File: src/rtl/nco_voice_scheduler.sv
// Four time-multiplexed NCO voices sharing one quarter-wave table, mixed once per audio frame.
// Define NCO_VOICE_SCHEDULER_SAT_EN to clamp the mix; otherwise the mix is scaled down by 4.
module nco_voice_scheduler #(
    parameter int unsigned BITSIZE = 24,
    parameter int unsigned PHASE   = 16,
    parameter int unsigned TABLE   = 9,
    parameter int unsigned VOICES  = 4
) (
    input  logic               clk,
    input  logic               DACLRC,
    input  logic               strobe,
    input  logic               cfg_we,
    input  logic [1:0]         cfg_voice,
    input  logic [PHASE-1:0]   cfg_step,
    input  logic [VOICES-1:0]  voice_en,
    output logic [TABLE-1:0]   rom_addr,
    input  logic [BITSIZE-1:0] rom_data,
    output logic [BITSIZE-1:0] sample_out,
    output logic               sample_valid,
    output logic               busy,
    output logic               overrun
);

    localparam int unsigned ACCW = BITSIZE + 2;
    localparam int unsigned VW   = $clog2(VOICES);

    localparam logic signed [ACCW-1:0] SatMax = {{3{1'b0}}, {(BITSIZE-1){1'b1}}};
    localparam logic signed [ACCW-1:0] SatMin = {{3{1'b1}}, {(BITSIZE-1){1'b0}}};

    typedef enum logic [2:0] {StIdle, StAddr, StWait, StAcc, StDone} state_e;

    state_e                   state_q, state_d;
    logic [VW-1:0]            voice_q, voice_d;
    logic signed [ACCW-1:0]   acc_q, acc_d;
    logic [PHASE-1:0]         phase_q  [VOICES];
    logic [PHASE-1:0]         step_q   [VOICES];
    logic [PHASE-1:0]         shadow_q [VOICES];
    logic [VOICES-1:0]        en_q;
    logic                     sign_q;
    logic [TABLE-1:0]         rom_addr_q, rom_addr_d;
    logic [BITSIZE-1:0]       sample_q, sample_d;
    logic                     overrun_q;

    logic                     accept, phase_we, sample_we;
    logic [PHASE-1:0]         sel_phase;
    logic [TABLE-1:0]         sel_idx;
    logic signed [ACCW-1:0]   rom_ext, contrib, sample_sel;

    always_comb begin
        state_d   = state_q;
        voice_d   = voice_q;
        acc_d     = acc_q;
        accept    = 1'b0;
        phase_we  = 1'b0;
        sample_we = 1'b0;
        contrib   = '0;
        rom_ext   = {{2{rom_data[BITSIZE-1]}}, rom_data};
        unique case (state_q)
            StIdle: begin
                if (strobe) begin
                    accept  = 1'b1;
                    state_d = StAddr;
                    voice_d = '0;
                    acc_d   = '0;
                end
            end
            StAddr: state_d = StWait;
            StWait: state_d = StAcc;
            StAcc: begin
                if (en_q[voice_q]) begin
                    contrib  = sign_q ? -rom_ext : rom_ext;
                    phase_we = 1'b1;
                end
                acc_d = acc_q + contrib;
                if (voice_q == VW'(VOICES - 1)) begin
                    state_d   = StDone;
                    sample_we = 1'b1;
                end else begin
                    state_d = StAddr;
                    voice_d = voice_q + 1'b1;
                end
            end
            StDone: state_d = StIdle;
            default: state_d = StIdle;
        endcase
    end

    // Table lookup is folded on the quarter bit; the sign bit is applied at accumulate time.
    always_comb begin
        sel_phase  = phase_q[voice_d];
        sel_idx    = sel_phase[PHASE-3 -: TABLE];
        rom_addr_d = sel_phase[PHASE-2] ? ~sel_idx : sel_idx;
    end

    always_comb begin
`ifdef NCO_VOICE_SCHEDULER_SAT_EN
        if (acc_d > SatMax) begin
            sample_sel = SatMax;
        end else if (acc_d < SatMin) begin
            sample_sel = SatMin;
        end else begin
            sample_sel = acc_d;
        end
`else
        sample_sel = acc_d >>> 2;
`endif
        sample_d = sample_sel[BITSIZE-1:0];
    end

    always_ff @(posedge clk or posedge DACLRC) begin
        if (DACLRC) begin
            state_q    <= StIdle;
            voice_q    <= '0;
            acc_q      <= '0;
            en_q       <= '0;
            sign_q     <= 1'b0;
            rom_addr_q <= '0;
            sample_q   <= '0;
            overrun_q  <= 1'b0;
            for (int i = 0; i < VOICES; i++) begin
                phase_q[i]  <= '0;
                step_q[i]   <= '0;
                shadow_q[i] <= '0;
            end
        end else begin
            state_q   <= state_d;
            voice_q   <= voice_d;
            acc_q     <= acc_d;
            overrun_q <= strobe && (state_q != StIdle);
            if (cfg_we) begin
                step_q[cfg_voice] <= cfg_step;
            end
            if (accept) begin
                shadow_q <= step_q;
                en_q     <= voice_en;
            end
            if (state_d == StAddr) begin
                rom_addr_q <= rom_addr_d;
                sign_q     <= sel_phase[PHASE-1];
            end
            if (phase_we) begin
                phase_q[voice_q] <= phase_q[voice_q] + shadow_q[voice_q];
            end
            if (sample_we) begin
                sample_q <= sample_d;
            end
        end
    end

    assign rom_addr     = rom_addr_q;
    assign sample_out   = sample_q;
    assign sample_valid = (state_q == StDone);
    assign busy         = (state_q != StIdle);
    assign overrun      = overrun_q;

endmodule

File: config.mk
export PLATFORM = sky130hd
export DESIGN_NAME = nco_voice_scheduler
export DESIGN_NICKNAME = d
export VERILOG_FILES = /design/src/rtl/nco_voice_scheduler.sv
export SDC_FILE = /design/constraint.sdc
export NUM_CORES = 1
export LEC_CHECK = 0
export ABC_CLOCK_PERIOD_IN_PS = 12200
export CORE_MARGIN = 2
export CORE_UTILIZATION = 60
export CTS_CLUSTER_DIAMETER = 60
export DETAILED_ROUTE_END_ITERATION = 10
export MAX_ROUTING_LAYER = met4
export PLACE_DENSITY = 0.85
export SLEW_MARGIN = 10
export SYNTH_ARGS = -nofsm -noshare
export SYNTH_HDL_FRONTEND = slang
export SYNTH_SLANG_ARGS = --single-unit
File: constraint.sdc
create_clock -name clk -period 12.2 [get_ports clk]
set_clock_uncertainty 0.2 [all_clocks]
set_input_delay 1.83 -clock clk [delete_from_list [all_inputs] [get_ports clk]]
set_output_delay 1.83 -clock clk [all_outputs]
set_load 0.01 [all_outputs]
==> Word level (Yosys, flattened, before mapping) <==
Index checks and enable logic that the tools add are counted.
Widths: inputs -> output; s select.
{ "classes": {"add_sub_neg": 4, "n_bitwise": 4, "order_cmp": 6, "reduce_logical": 7, "n_eq_ne": 7, "n_mux": 35} }
{ "ops": {"columns": ["op", "count"], "rows": [
  ["$bwmux 64", 2],
  ["$mux 16", 8],
  ["$mux 26", 4],
  ["$bmux 16 s2", 3],
  ["$demux 16 s2", 2],
  ["$pmux 26 s2", 1],
  ["$add 26x26->26", 1],
  ["$neg 24->26", 1],
  ["$add 16x16->16", 1],
  ["$pmux 3 s4", 1],
  ["$ge 3x3->1 const B", 3],
  ["$mux 9", 1],
  ["$not 2->3", 3],
  ["$not 9->9", 1],
  ["$mux 1", 7],
  ["$eq 3x1->1 const B", 2],
  ["$eq 3x2->1 const B", 2],
  ["$lt 3x1->1 const B", 2],
  ["$mux 3", 2],
  ["$mux 2", 2],
  ["$pmux 2 s2", 1],
  ["$eq 3x3->1 const B", 1],
  ["$logic_and 1x1->1", 3],
  ["$logic_not 3->1", 1],
  ["other kinds (8)", 8]
]} }
{ "totals": {"ff_bits": 262, "word_cells": 84} }

==> Depth between registers and ports, before layout <==
Gate-level depths: netlist of the first run.
{ "depth": {"word_depth": 9, "ltp_mapped": 16, "mapped_depth_nobuf": 15} }

==> Worst setup path before layout of the first run <==
Ideal clock, no wire load.
{ "synth_timing": {"path_kind": "input to register", "start": "in rom_data[5]", "end": "reg acc_q[22]", "required_time_ns": 11.866, "t_arrival_ns": 5.102, "setup_time_ns": 0.134, "n_path_buf": 1, "stages": 16, "slack_ns": 6.764, "cell_sequence": "or3_1 nor4_4 nor2b_1 nand3_1 o31ai_1 xor2_1 nor2_1 ha_1 clkbuf_1 a21o_1 o21bai_1 a221o_1 a21o_1 a221o_1 xnor2_1 o21ai_0"} }
{ "synth_between": {"elab_chain_len": 6} }
{ "synth_rtl": {"columns": ["element", "line_no", "rtl"], "rows": [
  ["start: declaration", "17", "input logic [BITSIZE-1:0] rom_data,"],
  ["$neg 24->26", "71", "contrib = sign_q ? -rom_ext : rom_ext;"],
  ["$mux 26 *", "71", null],
  ["$mux 26 *", "70", "if (en_q[voice_q]) begin"],
  ["$mux 26 *", "58", "unique case (state_q)"],
  ["$add 26x26->26 *", "74", "acc_d = acc_q + contrib;"],
  ["$pmux 26 s2 *", "58", null],
  ["net acc_d[22]", "34", "logic signed [ACCW-1:0] acc_q, acc_d;"],
  ["end signal: assignment", "114", "acc_q <= '0;"],
  ["end signal: assignment", "128", "acc_q <= acc_d;"],
  ["end: declaration", "34", null]
]} }
The timed path passes the listed nets; every way through them passes the cells marked *. The select of a mux whose other input is x is not followed.
A chain may end at the register's enable or synchronous reset.

==> Worst setup path in the final report of the first run <==
{ "layout_timing": {"start": "in rom_data[3]", "end": "reg sample_q[18], in the netlist sample_out[18]"} }
{ "layout_between": {"elab_chain_len": 6} }
{ "layout_rtl": {"columns": ["element", "line_no", "rtl"], "rows": [
  ["$neg 24->26", "71", null],
  ["$mux 26 *", "71", null],
  ["$mux 26 *", "70", null],
  ["$mux 26 *", "58", null],
  ["$add 26x26->26 *", "74", null],
  ["$pmux 26 s2 *", "58", null],
  ["end signal: assignment", "145", "sample_q <= sample_d;"],
  ["end: declaration", "41", "logic [BITSIZE-1:0] sample_q, sample_d;"]
]} }
Mark *: on every way between the ends. The rest lies on a longest branch, timed or not. The select of a mux whose other input is x is not followed.

==> results by group, run 1 <==
STA
  – Worst Tran Pin Value: 1.11 ns
  – Post-route fraction of the period consumed by the critical path: 47.2%
  – Fin. max-slew vios: 0
  – Final WS setup: 6.44 ns
  – Final hold violations: 0
  – Unrepaired setup endpoints after global routing: no
  – Worst-case hold slack: 0.261 ns
  – Period minus WS final: 5.76 ns
  – Final number of setup-violating endpoints: 0
  – TNS Setup: 0 ns
  – Max frequency: 174 MHz
  – Relative slew margins: 26.0%

GRT
  – Number of antenna violations at the first check in global routing: 0
  – Number of global-route vias before repair: 10400
  – Global-route congestion overflow total: 0
  – Largest net degree at the start of global routing: 123
  – Wire length of the first global-routing pass: 53300 microns
  – Overall global routing resource usage: 28.6%

Placed design
  – Pre-CTS setup slack: 5.95 ns
  – Half-perimeter wire length after placement: 20900 microns
  – Number of input and output port buffers inserted: 85
  – Final GP Congestion: 0.900

Clock tree
  – CTS tree: done
  – Number of hold-repair buffers added at the cts stage: 0
  – Longest Clk Path Bufs: 3
  – CTS sink count: 262
  – Clk_lat worst skew: 0.55 ns
  – Clock tree root driver cell: clkbuf_16
  – Number of buffers added for setup after CTS: 0
  – Clock slew at reported path FFs: 0.07 ns
  – Number of H-tree branching levels: 1
  – Resized Gates After CTS: 0
  – Cts bufs inserted: 27

Critical path
  – Worst reg-to-reg setup slack: 7.05 ns
  – Largest fanout of any net on the critical path: 6
  – Launch instance of the worst register-to-register path: voice_q[1]
  – Crit path capture type: flop
  – CP Data Required Time: 12.43 ns
  – Data arrival at the endpoint of the critical path: 5.99 ns
  – Crit path max-delay cell type: o31ai_1
  – Capture instance of the worst register-to-register path: sample_out[18]
  – Slowest cell delay on critical path: 0.62 ns
  – Ordered list of cells on the worst path: clkdlybuf4s50_1, or3_1, nor4_4, nor2b_1, nand2_1, o21ai_0, xor2_1, nor2_1, ha_1, a21oi_1, o211ai_1, o31ai_1, o221ai_1, xor2_1, mux2_2
  – Cell repeated most along the worst path: xor2_1
  – R2R cell count: 14
  – Crit path kind: in -> reg
  – Crit path launch type: input pin

Route
  – Number of search-and-repair iterations in the first detailed-routing pass: 5
  – Number of nets still failing antenna checks after routing: 0
  – Detail-routed net length per standard cell: 19.1 microns
  – DRT iter0 DRCs: 796
  – Detailed-route via count: 10300
  – Post-Route WL: 32400 microns
  – Average vias per placed instance: 6.07
  – DR DRC count: 0

Floorplanning
  – Floorplan row count: 55
  – Total Die Area: 23900 sq um
  – IO Pins: 86
  – Width of the die: 155 microns
  – Initial cell density of the core: 60.7%
  – DIE HEIGHT: 155 microns
  – Core area: 22400 sq um

Logic synthesis
  – Post-synthesis sequential area ratio: 48.1%
  – Top cells by instance count after synthesis: nand2_1 (322), dfrtp_1 (262), mux2_2 (101), o21ai_0 (89), nor2_1 (64)
  – Number of enable flip-flop cells after synthesis: 0
  – Asr flop ratio synth: 100%
  – Largest family of logic cells by synthesized area: multiplexers
  – Fraction of post-synthesis cell area in the top cell type by area: 48.1%
  – Adder-cell share of the synthesized area: 4.06%
  – Post-synthesis instance total: 1331
  – Top_reg_cell synth: dfrtp_1
  – Dominant cell by count in the synthesized netlist: nand2_1
  – Summed instance area of the synthesized netlist: 13600 sq um
  – Syn_nets: 1424
  – Yosys warning count: 0
  – Avg Cell Area, Syn: 10.2 sq um
  – Unique cell type count in the Yosys netlist: 62
  – Cell accounting for the most synthesized area: dfrtp_1
  – Top post-synthesis cells by area: dfrtp_1 (48%), nand2_1 (8.9%), mux2_2 (8.3%), mux4_2 (5.3%), ha_1 (3.8%)
  – Number of register bits inferred by synthesis: 262
  – Area share of and/or/nand/nor cells after synthesis: 15.2%
  – Post-synthesis compound-gate area fraction: 9.44%
  – Synth Area in XOR/XNOR: 5.08%
  – Multiplexer area fraction after synthesis: 15.5%

Finish
  – Share of final-layout standard cells stronger than drive strength 1: 14.6%
  – Net count reported at finish: 1485
  – Diode insertion count for antenna repair: 0
  – P&R area growth vs syn: 14.5%
  – Final core utilization: 69.6%

Pwr
  – Portion of total power attributed to sequential cells: 31.3%
  – Worst VDD drop: 0.145 mV
  – Switching Power: 0.00189 W
  – Post-layout power: 0.00455 W
  – Power Internal: 0.00266 W
  – Combinational cell fraction of total power: 50.1%
  – Power per cell area: 291 nW/um^2
  – Leakage Power: 7.07 nW
  – Clock group share of total power: 18.6%
  – Switching part of the total power: 41.6%

Outcome
  – Result of the run: complete, no violations

Worst hold path
  – Capture endpoint of the worst hold path: shadow_q[1]
  – Number of stages on the worst hold path: 2
  – Startpoint of the worst hold path: step_q[1]
  – Min-delay worst type: reg -> reg

Run
  – Number of maximum-capacitance violations: 0
kinds of logic (layout without fill, tap and decap cells):
logic type                 Yosys count  count (layout)
and+or+nand+nor                    489             489
DFF                                262             262
AOI/OAI and AO/OA                  214             214
muxes                              156             156
buffers and inverters               88             170
xor gates and xnor gates            79              79
adders and majority gates           43              43
area by class of cell:
class / instances / area (sq um)
Tap cell: 285 / 357
Clock inverter: 10 / 120
Inverter: 24 / 97.6
Timing Repair Buffer: 96 / 933
Multi-Input combinational cell: 981 / 6740
Sequential cell: 262 / 6560
Clock buffer: 40 / 805
Fill cell: 1613 / 6830
how the worst max path moves through the flow:
stage,startpoint,to,slack (ns),cells past startpoint
finish,rom_data[3],sample_out[18],6.44,15
global route,rom_data[3],sample_out[18],6.08,15
CTS,rom_data[3],sample_out[18],6.49,15
detailed placement,rom_data[3],acc_q[22],5.95,16
global placement,rom_data[3],acc_q[22],6.07,16
floorplan,DACLRC,acc_q[0],2.96,1
registers in the layout (all words and copies together), names as in the netlist:
name,flops
acc_q,26
shadow_q,64
overrun,1
phase_q,64
sample_out,24
step_q,64
voice_q,2
en_q,4
rom_addr,9
state_q,3
sign_q,1
metal layers:
layer / vias to the layer above / wire (microns) / track usage [%]
met4: 0 / 874 / 8.42
li1: 4764 / - / -
met5: - / 0 / -
met3: 82 / 1950 / 4.03
met2: 343 / 16000 / 46.8
met1: 5126 / 13600 / 37.8
per-stage QoR:
| stage | cells | area [sq um] |
|---|---|---|
| after floorplan | 1331 | 13600 |
| after global placement | 1648 | 14700 |
| after detailed placement | 1648 | 14700 |
| after CTS | 1698 | 15600 |
| after global routing | 1698 | 15600 |
| final | 1698 | 15600 |
power by group through the flow:
stage / logic, W / clock network, W / registers, W
finish: 0.00228 / 0.000847 / 0.00142
global route: 0.00252 / 0.000888 / 0.00145
CTS: 0.00226 / 0.000855 / 0.00141
detailed placement: 0.00223 / 0 / 0.00142
global placement: 0.00215 / 0 / 0.00140
floorplan: 0.00166 / 0 / 0.00138
placed cells by master, fill, tap and decap left out, types with 10 or more instances in the layout:
cell type	n
nand2_1	321
dfrtp_1	260
mux2_2	101
o21ai_0	89
clkdlybuf4s50_1	85
nor2_1	64
xor2_1	53
a21oi_1	44
ha_1	41
nand3_1	36
mux4_2	32
clkbuf_16	27
xnor2_1	26
inv_1	22
mux2i_1	21
o31ai_1	16
buf_4	11
nor3_1	10
nor2b_1	10
o22ai_1	10
worst max-delay path, delay by kind of cell:
family	cells	cell delay, ns
AO/OA/AOI/OAI	5	1.50
buffers and inverters	1	0.47
adder cells (fa/ha/maj)	1	0.41
multiplexers	1	0.27
XOR/XNOR	2	0.37
AND/OR/NAND/NOR	5	1.14
No activity file was read; power rests on OpenSTA's default activity.
==> inputs of run 2 (changes only) <==
--- a/config.mk
+++ b/config.mk
@@ -5,7 +5,7 @@
 export SDC_FILE = /design/constraint.sdc
 export NUM_CORES = 1
 export LEC_CHECK = 0
-export ABC_CLOCK_PERIOD_IN_PS = 12200
+export ABC_CLOCK_PERIOD_IN_PS = 5500
 export CORE_MARGIN = 2
 export CORE_UTILIZATION = 60
 export CTS_CLUSTER_DIAMETER = 60
==> constraint.sdc (replaced) <==
create_clock -name clk -period 5.5 [get_ports clk]
set_clock_uncertainty 0.2 [all_clocks]
set_input_delay 0.825 -clock clk [delete_from_list [all_inputs] [get_ports clk]]
set_output_delay 0.825 -clock clk [all_outputs]
set_load 0.01 [all_outputs]
==> results by group, run 2 (same netlist as run 1, synthesis figures left out) <==
Critical path
  – Ordered list of cells on the worst path: clkdlybuf4s50_1, or3_1, nor4_4, nor2b_1, nand3_1, o31ai_1, xor2_1, nor2_1, ha_1, a21o_1, o21bai_1, a221o_1, a21o_1, a221o_1, xnor2_1, o21ai_0
  – CP Data Required Time: 5.71 ns (-6.72 ns)
  – Crit path launch type: input pin
  – Family of cells with the greatest summed delay on the critical path: compound AO/OA/AOI/OAI gates
  – Launch instance of the worst register-to-register path: voice_q[0]
  – Combined buffer and inverter count along the critical path: 1 (unchanged)
  – Startpoint of the most critical setup path: rom_data[3]
  – Largest fanout of any net on the critical path: 8 (+2)
  – Crit path kind: in -> reg
  – Crit path capture type: flop
  – Crit path max-delay cell type: clkdlybuf4s50_1
  – Slowest cell delay on critical path: 0.47 ns (-0.15 ns)
  – Data arrival at the endpoint of the critical path: 4.83 ns (-1.16 ns)

STA
  – Relative slew margins: 25.6% (-0.40 points)
  – Final hold violations: 0 (unchanged)
  – Worst-case hold slack: 0.256 ns (-0.00448 ns)
  – Worst Tran Pin Value: 1.12 ns (+0.00822 ns)
  – Unrepaired setup endpoints after global routing: no
  – Fin. max-slew vios: 0 (unchanged)
  – Period minus WS final: 4.62 ns
  – Max frequency: 216 MHz
  – TNS Setup: 0 ns (unchanged)
  – Post-route fraction of the period consumed by the critical path: 84.1%
  – Final number of setup-violating endpoints: 0 (unchanged)

Finish
  – Most frequent standard cell in the layout excluding fill and tap cells: nand2_1
  – Final core utilization: 69.8% (+0.27 points)
  – Top library cells by usage in the layout, fill and taps aside: nand2_1 (321), dfrtp_1 (260), mux2_2 (101)
  – Share of final-layout standard cells stronger than drive strength 1: 14.9% (+0.26 points)
  – Diode insertion count for antenna repair: 0 (unchanged)
  – Registers with the most flip-flops: phase_q: 64 flops, shadow_q: 64 flops, step_q: 64 flops
  – P&R area growth vs syn: 15.0%
  – Net count reported at finish: 1489 (+0.27%)
  – Layout fillers: 1607 (-0.37%)

Route
  – DRT iter0 DRCs: 715 (-10%)
  – Detail-routed net length per standard cell: 19.2 microns (+0.38%)
  – Detailed-route via count: 10400 (+0.95%)
  – Number of nets still failing antenna checks after routing: 0 (unchanged)
  – Post-Route WL: 32600 microns (+0.50%)
  – Number of search-and-repair iterations in the first detailed-routing pass: 5 (unchanged)
  – Average vias per placed instance: 6.13 (+0.83%)
  – DR DRC count: 0 (unchanged)

Worst hold path
  – Min-delay worst type: reg -> reg
  – Startpoint of the worst hold path: step_q[41]

Clock tree
  – CTS tree: done
  – Longest Clk Path Bufs: 3 (unchanged)
  – Number of buffers added for setup after CTS: 0 (unchanged)
  – Resized Gates After CTS: 0 (unchanged)
  – Clock slew at reported path FFs: 0.06 ns (about the same)
  – Cts bufs inserted: 28 (+3.7%)
  – Clk_lat worst skew: 0.57 ns (+0.02 ns)
  – Number of H-tree branching levels: 1 (unchanged)
  – CTS sink count: 262 (unchanged)
  – Number of hold-repair buffers added at the cts stage: 0 (unchanged)
  – Clock tree root driver cell: clkbuf_16

Placed design
  – Half-perimeter wire length after placement: 21200 microns (+1.5%)
  – Number of input and output port buffers inserted: 85 (unchanged)
  – Final GP Congestion: 0.905 (+0.60%)

Pwr
  – Power per cell area: 648 nW/um^2 (+120%)
  – Leakage Power: 7.10 nW (+0.43%)
  – Worst VDD drop: 0.346 mV (+140%)

Floorplanning
  – Core area: 22400 sq um (unchanged)
  – DIE HEIGHT: 155 microns (unchanged)
  – Width of the die: 155 microns (unchanged)
  – Initial cell density of the core: 60.7% (unchanged)
  – IO Pins: 86 (unchanged)
  – Total Die Area: 23900 sq um (unchanged)
  – Floorplan row count: 55 (unchanged)

GRT
  – Global-route congestion overflow total: 0 (unchanged)
  – Number of global-route vias before repair: 10600 (+1.8%)
  – Number of antenna violations at the first check in global routing: 0 (unchanged)
  – Wire length of the first global-routing pass: 53500 microns (+0.30%)
  – Overall global routing resource usage: 28.5% (-0.17 points)
  – Largest net degree at the start of global routing: 121 (-1.6%)

Outcome
  – Result of the run: complete, no violations

Run
  – Number of maximum-capacitance violations: 0 (unchanged)
run 2: changes by cell type in the layout (fill, tap and decap cells not counted):
cell       previous run  this run
buf_12                0         1
buf_4                11        13
clkbuf_1              5         3
clkbuf_16            27        28
clkinv_16             0         1
clkinv_4              0         1
inv_16                1         0
inv_8                 1         0
run 2: per-layer routing:
| metal | up-vias | global-route usage (%) | part of all wire (%) |
|---|---|---|---|
| li1 | 4753 | - | - |
| met1 | 5222 | 37.0 | 43 |
| met2 | 356 | 47.0 | 49 |
| met3 | 82 | 3.87 | 5.3 |
| met4 | 0 | 8.99 | 2.9 |
| met5 | - | - | 0 |
run 2: cell type report:
| type | count | area [sq um] | share of cell area [%] |
|---|---|---|---|
| Multi-Input combinational cell | 981 | 6740 | 43.0 |
| Sequential cell | 262 | 6560 | 41.9 |
| Timing Repair Buffer | 99 | 968 | 6.18 |
| Clock buffer | 39 | 822 | 5.25 |
| Tap cell | 285 | 357 | 2.28 |
| Clock inverter | 10 | 131 | 0.839 |
| Inverter | 24 | 93.8 | 0.599 |
run 2: per-stage QoR:
stage	area [sq um]	cells	total power, W	worst slack (ns)
final	15700	1700	0.0101	0.875
after global routing	15700	1700	0.0108	0.701
after CTS	15700	1700	0.0101	0.916
after detailed placement	14700	1651	0.00812	0.356
after global placement	14700	1651	0.00789	0.477
after floorplan	13600	1331	0.00673	1.02
run 2: report_power, final:
part	internal [W]	switching, W
combinational	0.00212	0.00295
clock	0.00114	0.000786
sequential	0.00267	0.000487
run 2: final timing paths:
kind | end | slack, ns | depth (start not counted)
hold reg to reg | shadow_q[41] | 0.26 | 2
setup reg to reg | sample_out[18] | 0.94 | 11
hold / removal | shadow_q[41] | 0.26 | 2
min in group asynchronous | phase_q[53] | 0.58 | 3
setup / recovery | acc_q[22] | 0.88 | 16
max in group asynchronous | step_q[58] | 3.33 | 4
run 2: worst min-delay path, cell delays in order (launching register included):
cell     delay (ns)
dfrtp_1        0.34
nand2_1        0.05
nand2_1        0.04
